===== src/rtl/dac_serial_tx.sv =====
// Parallel-to-serial DAC transmitter. It latches a sample word on EN and shifts it
// out MSB-first on SYNC_n/SCLK/SDO. SCLK idles low and the DAC samples on the SCLK rising edge.
module dac_serial_tx #(
    parameter int size    = 12,
    parameter int CLK_DIV = 2
) (
    input  logic            clk,
    input  logic            rst,
    input  logic            EN,
    input  logic [size-1:0] In,
    output logic            sync_n,
    output logic            sclk,
    output logic            sdo,
    output logic            busy,
    output logic            done,
    output logic [1:0]      fsm_state
);

    localparam int CNT_W = (size > 1) ? $clog2(size) : 1;
    localparam int DIV_W = (CLK_DIV > 1) ? $clog2(CLK_DIV) : 1;
    localparam logic [CNT_W-1:0] LAST_BIT = CNT_W'(size - 1);
    localparam logic [DIV_W-1:0] DIV_MAX  = DIV_W'(CLK_DIV - 1);

    typedef enum logic [1:0] {
        IDLE  = 2'd0,
        SHIFT = 2'd1,
        DONE  = 2'd2
    } state_t;

    state_t            state, state_d;
    logic [size-1:0]   shreg, shreg_d;
    logic [CNT_W-1:0]  bit_cnt, bit_cnt_d;
    logic [DIV_W-1:0]  div_cnt, div_cnt_d;
    logic              sync_n_d, sclk_d, sdo_d, busy_d, done_d;
    logic              tick;

    assign fsm_state = state;
    assign tick      = (div_cnt == DIV_MAX);

    // Handshake: EN is a request that is taken only while IDLE (busy=0).
    // busy stays high from the cycle after acceptance through the done pulse.
    // EN is ignored while busy is high, and no request is queued.
    always_comb begin
        state_d   = state;
        shreg_d   = shreg;
        bit_cnt_d = bit_cnt;
        div_cnt_d = div_cnt;
        sync_n_d  = sync_n;
        sclk_d    = sclk;
        sdo_d     = sdo;
        busy_d    = busy;
        done_d    = done;
        unique case (state)
            IDLE: begin
                if (EN) begin
                    shreg_d   = In;
                    bit_cnt_d = LAST_BIT;
                    div_cnt_d = '0;
                    sync_n_d  = 1'b0;
                    sdo_d     = In[size-1];
                    busy_d    = 1'b1;
                    state_d   = SHIFT;
                end
            end
            SHIFT: begin
                div_cnt_d = tick ? '0 : div_cnt + DIV_W'(1);
                if (tick) begin
                    sclk_d = ~sclk;
                    // Data changes only on the falling tick, so sdo is centred on the rising edge.
                    if (sclk) begin
                        if (bit_cnt != '0) begin
                            shreg_d   = shreg << 1;
                            sdo_d     = shreg[size-2];
                            bit_cnt_d = bit_cnt - CNT_W'(1);
                        end else begin
                            sync_n_d = 1'b1;
                            sdo_d    = 1'b0;
                            done_d   = 1'b1;
                            state_d  = DONE;
                        end
                    end
                end
            end
            DONE: begin
                done_d  = 1'b0;
                busy_d  = 1'b0;
                state_d = IDLE;
            end
            default: begin
                state_d = IDLE;
            end
        endcase
    end

    always_ff @(posedge clk) begin
        if (rst) begin
            state   <= IDLE;
            shreg   <= '0;
            bit_cnt <= '0;
            div_cnt <= '0;
            sync_n  <= 1'b1;
            sclk    <= 1'b0;
            sdo     <= 1'b0;
            busy    <= 1'b0;
            done    <= 1'b0;
        end else begin
            state   <= state_d;
            shreg   <= shreg_d;
            bit_cnt <= bit_cnt_d;
            div_cnt <= div_cnt_d;
            sync_n  <= sync_n_d;
            sclk    <= sclk_d;
            sdo     <= sdo_d;
            busy    <= busy_d;
            done    <= done_d;
        end
    end

endmodule

===== config.mk =====
export PLATFORM = sky130hd
export DESIGN_NAME = dac_serial_tx
export DESIGN_NICKNAME = d
export VERILOG_FILES = /design/src/rtl/dac_serial_tx.sv
export SDC_FILE = /design/constraint.sdc
export NUM_CORES = 1
export LEC_CHECK = 0
export BUFFER_PORTS_ARGS = -buffer_cell sky130_fd_sc_hd__buf_4
export CORE_ASPECT_RATIO = 0.7
export CORE_MARGIN = 3
export CORE_UTILIZATION = 58
export DETAILED_ROUTE_END_ITERATION = 6
export PLACE_DENSITY = 0.83
export SYNTH_ARGS = -nofsm -noshare
export SYNTH_HDL_FRONTEND = slang
export SYNTH_SLANG_ARGS = --single-unit

===== constraint.sdc =====
create_clock -name clk -period 3.8 [get_ports clk]
set_input_delay 0.19 -clock clk [delete_from_list [all_inputs] [get_ports clk]]
set_output_delay 0.19 -clock clk [all_outputs]
set_load 0.05 [all_outputs]

# Yosys cells after proc, flatten, opt, wreduce, memory -nomap -nowiden
# Index checks and enable logic that the tools add are counted.
# classes
bitwise	1
eq_ne	7
reduce_logical	13
n_mux	30
add_sub_neg	2
# ops
op	n
11-bit two-way mux	4
11-bit case mux with 2 select lines	1
4-bit two-way mux	4
4-bit AND reduction	3
1-bit two-way mux	10
2-bit inequality test (second input constant)	5
1-bit case mux with 2 select lines	5
5-bit AND reduction	2
2-bit two-way mux	4
4-bit case mux with 2 select lines	1
2-bit AND reduction	3
2-bit nonzero test	3
2-bit case mux with 2 select lines	1
4-bit nonzero test	1
4-bit by 1-bit subtractor with 4-bit output (second input constant)	1
2-bit by 1-bit == test with 1-bit output (second input constant)	1
2-bit == test (second input constant)	1
2-bit logical NOT	1
1-bit adder (second input constant)	1
1-bit NOT	1
# word_totals
inputBits	15
register_bits	23
elab_cells	62

# Depth between registers and ports, before layout
# depth
depth_word	5
mapped_depth	7
depth_no_buf	5

# Worst setup path after synthesis
# OpenSTA, ideal clock, no wires.
# synth_timing
path_kind	register to register
start	register state[1], in the netlist fsm_state[1]
end	register sync_n
setup_time_ns	0.122
path_stages_with_launch	6
t_arrival_ns	1.607
path_buffers	3
slack_ns	2.071
period_less_slack_ns	1.729
required_ns	3.678
path_cell_list	dfxtp_1 > buf_6 > and4b_1 > buf_6 > buf_8 > a221o_1
# synth_via
elab_chain_len	3
word_cells_on_any_way	9
cone_classes	eq/ne: 5; mux: 1; reduce/logical: 3
# synth_rtl
element	line	source
start: declaration	30	state_t state, state_d;
start signal: assignment	107	state <= state_d;
2-bit by 1-bit == test with 1-bit output or 2-bit logical NOT (tied branches)	53	unique case (state)
2-bit inequality test (no line) or 2-bit nonzero test (tied branches)	-	
5-bit AND reduction (no line)	-	
end signal: assignment	111	sync_n <= sync_n_d;
end: declaration	11	output logic sync_n,
# Several ways; a longest one is shown, not always the timed one.
# A chain may end at the register's enable or synchronous reset.

# Worst setup path after layout
# layout_timing
start	register state[0], in the netlist fsm_state[0]
end	register sync_n
# The elaborated chain is that of the path after synthesis.

==> metrics.csv <==
metric,value,unit
synth_area_leaders,"dfxtp_1, a311oi_1, a211oi_2",
busiest_layer,met2,
crit_type,register to register,
path_delay_family,simple AND/OR/NAND/NOR gates,
synth_area_per_cell,9.521,µm²
powerDensity,374.4,nW/µm²
dp.cells,159,
critPathCaptureType,register,
path_max_fanout,19,
clk_path_buf_depth,2,
cts_resized,0,
ant_nets,0,
critPathArrivalTime,2.22,ns
met3_usage,0.06997,
synth_cell_types,40,
yosys.area.top_type_share,0.3778,
dpl.hpwl,1.694,mm
crit_required,4.01,ns
setup_viol,0,
synth_top_area_cell,dfxtp_1,
rows,13,
clockRootBuffer,clkbuf_4,
dieArea,2696,µm²
finalHoldViolations,0,
synthFlopType,dfxtp_1,
setup_slack,1.788,ns
synthesis.instances,128,
vias,1011,
io_buffers,21,
crit_cells,3,
synth_edf_count,0,
post_drt_wl_per_cell,15.31,µm
max_freq,497.1,MHz
grt_max_degree,22,
min_path_cells,2,
status,"finished, final reports clean",
slowest_stage,and4b_1,
slew_headroom,0.4274,
cts_sinks,23,
drc,0,
ir_drop,0.1921,mV
io_pins,22,
cts_buffers,3,
grt_pass1_vias,960,
worstHoldPathType,primary input to register,
min_period,2.012,ns
final_net_count,159,
total_power,495.6,µW
grt_usage,0.2128,
worst-r2r-cell-count,3,
post-cts-setup-buffers,0,
antenna_cells,0,
synth_area,1219,µm²
fin_skew,0.01555,ns
async_flop_share,0,
timing.final.crit_share,0.5294,
drive_gt1_frac,0.2624,
worst_slew_pin_slew,0.8532,ns
grt.overflow.total,0,
antenna_found_initial,0,
instances_no_fill,163,
drt-pass1-iter-count,4,
gp_congestion,0.7952,
grt_pass1_wl,4.326,mm
dr.first_iter.drc_count,25,
syn_nets,145,
path_cells,and4b_1 > o22ai_1 > a221o_1,
drt-total-wl,2.496,mm
use_met1,0.3007,
yosysSeqAreaShare,0.3778,
p_leak,0.5119,nW
rsz0062_at_grt,no,
drv_slew,0,
start_util,0.6349,
die_h,44.35,µm
fp.coreArea,1919,µm²
slowest_delay,0.81,ns
tritoncts,yes,
ys_ff_latch,23,
htree_levels,1,
drv_cap,0,
vias_per_cell,6.202,
clock_latency,0.32,ns
tns,0,ns
use_met2,0.3198,
detailedPlace.worstSlack,1.832,ns
start_kind,register,
synth_warnings,0,
cp_num_buf_inv,0,
syn_to_final_growth,8.624,%
ctsHoldBuffers,0,
clk_pin_slew_worst_paths,0.13,ns
fp.dieW,60.79,µm
==> power breakdown <==
group	internal [mW]	total, mW	switching [mW]
logic	0.0442	0.108	0.0634
clock network	0.0411	0.115	0.0742
registers	0.258	0.273	0.0145
total	0.343	0.496	0.152
==> worst reg2reg max path: cells and delay by family, from the launching register on <==
kind,cells,cell delay (ns)
compound gates,2,0.51
flops,1,0.59
simple gates,1,0.82
==> final cells by class <==
cell class	count	area [µm²]
clock buffer	4	26.28
tap	22	27.53
timing repair buffer	21	157.7
fill	166	595.6
inverter	4	15.01
sequential	23	460.4
multi-input combinational	89	636.9
==> state kept, by name, indices dropped and copies added, names as in the netlist <==
register,flops
sync_n,1
busy,1
done,1
shreg,11
bit_cnt,4
sclk,1
sdo,1
div_cnt,1
fsm_state,2
==> cell usage after synthesis (2+ instances only) <==
cell type	n
or3b_1	2
nand3b_1	2
o31ai_1	2
buf_2	3
nor3_1	3
ha_1	2
nand2_1	23
inv_1	4
clkbuf_1	2
a211oi_2	7
a211oi_1	4
buf_6	4
dfxtp_1	23
a21oi_1	4
nor2_1	4
nand4b_1	2
and2b_2	2
nand3_1	3
a311oi_1	11
==> cells in the final DEF (no fill, tap or decap) <==
| cell | count |
|---|---|
| xor2_1 | 1 |
| o21ai_1 | 1 |
| nand3b_1 | 2 |
| o22ai_1 | 1 |
| nand2_1 | 23 |
| a31oi_1 | 1 |
| a221o_1 | 1 |
| nor2_1 | 4 |
| nor2b_1 | 1 |
| buf_4 | 21 |
| o31ai_1 | 2 |
| a211oi_2 | 7 |
| o211a_1 | 1 |
| o32a_1 | 1 |
| inv_1 | 4 |
| o21bai_1 | 1 |
| clkbuf_4 | 3 |
| nand4b_1 | 2 |
| nand3_1 | 3 |
| or2b_1 | 1 |
| a21oi_2 | 1 |
| o31a_1 | 1 |
| nor3b_4 | 1 |
| ha_1 | 2 |
| clkbuf_1 | 1 |
| mux2i_1 | 1 |
| nor3b_2 | 1 |
| and2b_2 | 2 |
| a32o_2 | 1 |
| a21oi_1 | 4 |
| a211oi_1 | 4 |
| or3b_1 | 2 |
| nand2b_1 | 1 |
| and4b_1 | 1 |
| dfxtp_1 | 23 |
| a311oi_1 | 11 |
| nor3_1 | 3 |
==> path summary, 6_finish.rpt <==
kind | to | start | slack (ns)
hold reg to reg | done$_SDFFE_PP0P_ | done$_SDFFE_PP0P_ | 0.48
setup / recovery | sync_n$_SDFFE_PP1P_ | fsm_state[0]$_SDFFE_PP0P_ | 1.79
setup reg to reg | sync_n$_SDFFE_PP1P_ | fsm_state[0]$_SDFFE_PP0P_ | 1.79
hold / removal | shreg[0]$_SDFFE_PP0P_ | In[0] | 0.11
==> metrics by stage <==
stage | hold WS [ns] | util | instance area [µm²]
floorplan | 0.3294 | - | 1219
global placement | 0.4351 | 0.6760 | 1297
detailed placement | 0.4475 | 0.6760 | 1297
CTS | 0.1106 | 0.6897 | 1324
global route | 0.1033 | 0.6897 | 1324
finish | 0.1063 | 0.6897 | 1324
==> logic make-up (layout without fill, tap and decap cells) <==
logic type / Yosys count / count (layout) / synth area share
simple gates: 47 / 47 / 0.2136
compound gates: 38 / 38 / 0.2731
flops: 23 / 23 / 0.3778
buf+inv: 16 / 29 / 0.09958
fa+ha+maj: 2 / 2 / 0.02053
xor+xnor: 1 / 1 / 0.007188
mux: 1 / 1 / 0.008214
==> per-layer routing <==
layer | up-vias | wire [µm]
li1 | 503 | -
met1 | 477 | 1197
met2 | 26 | 1140
met3 | 5 | 135
met4 | 0 | 23
met5 | - | 0
(Power assumes the default switching activity.)
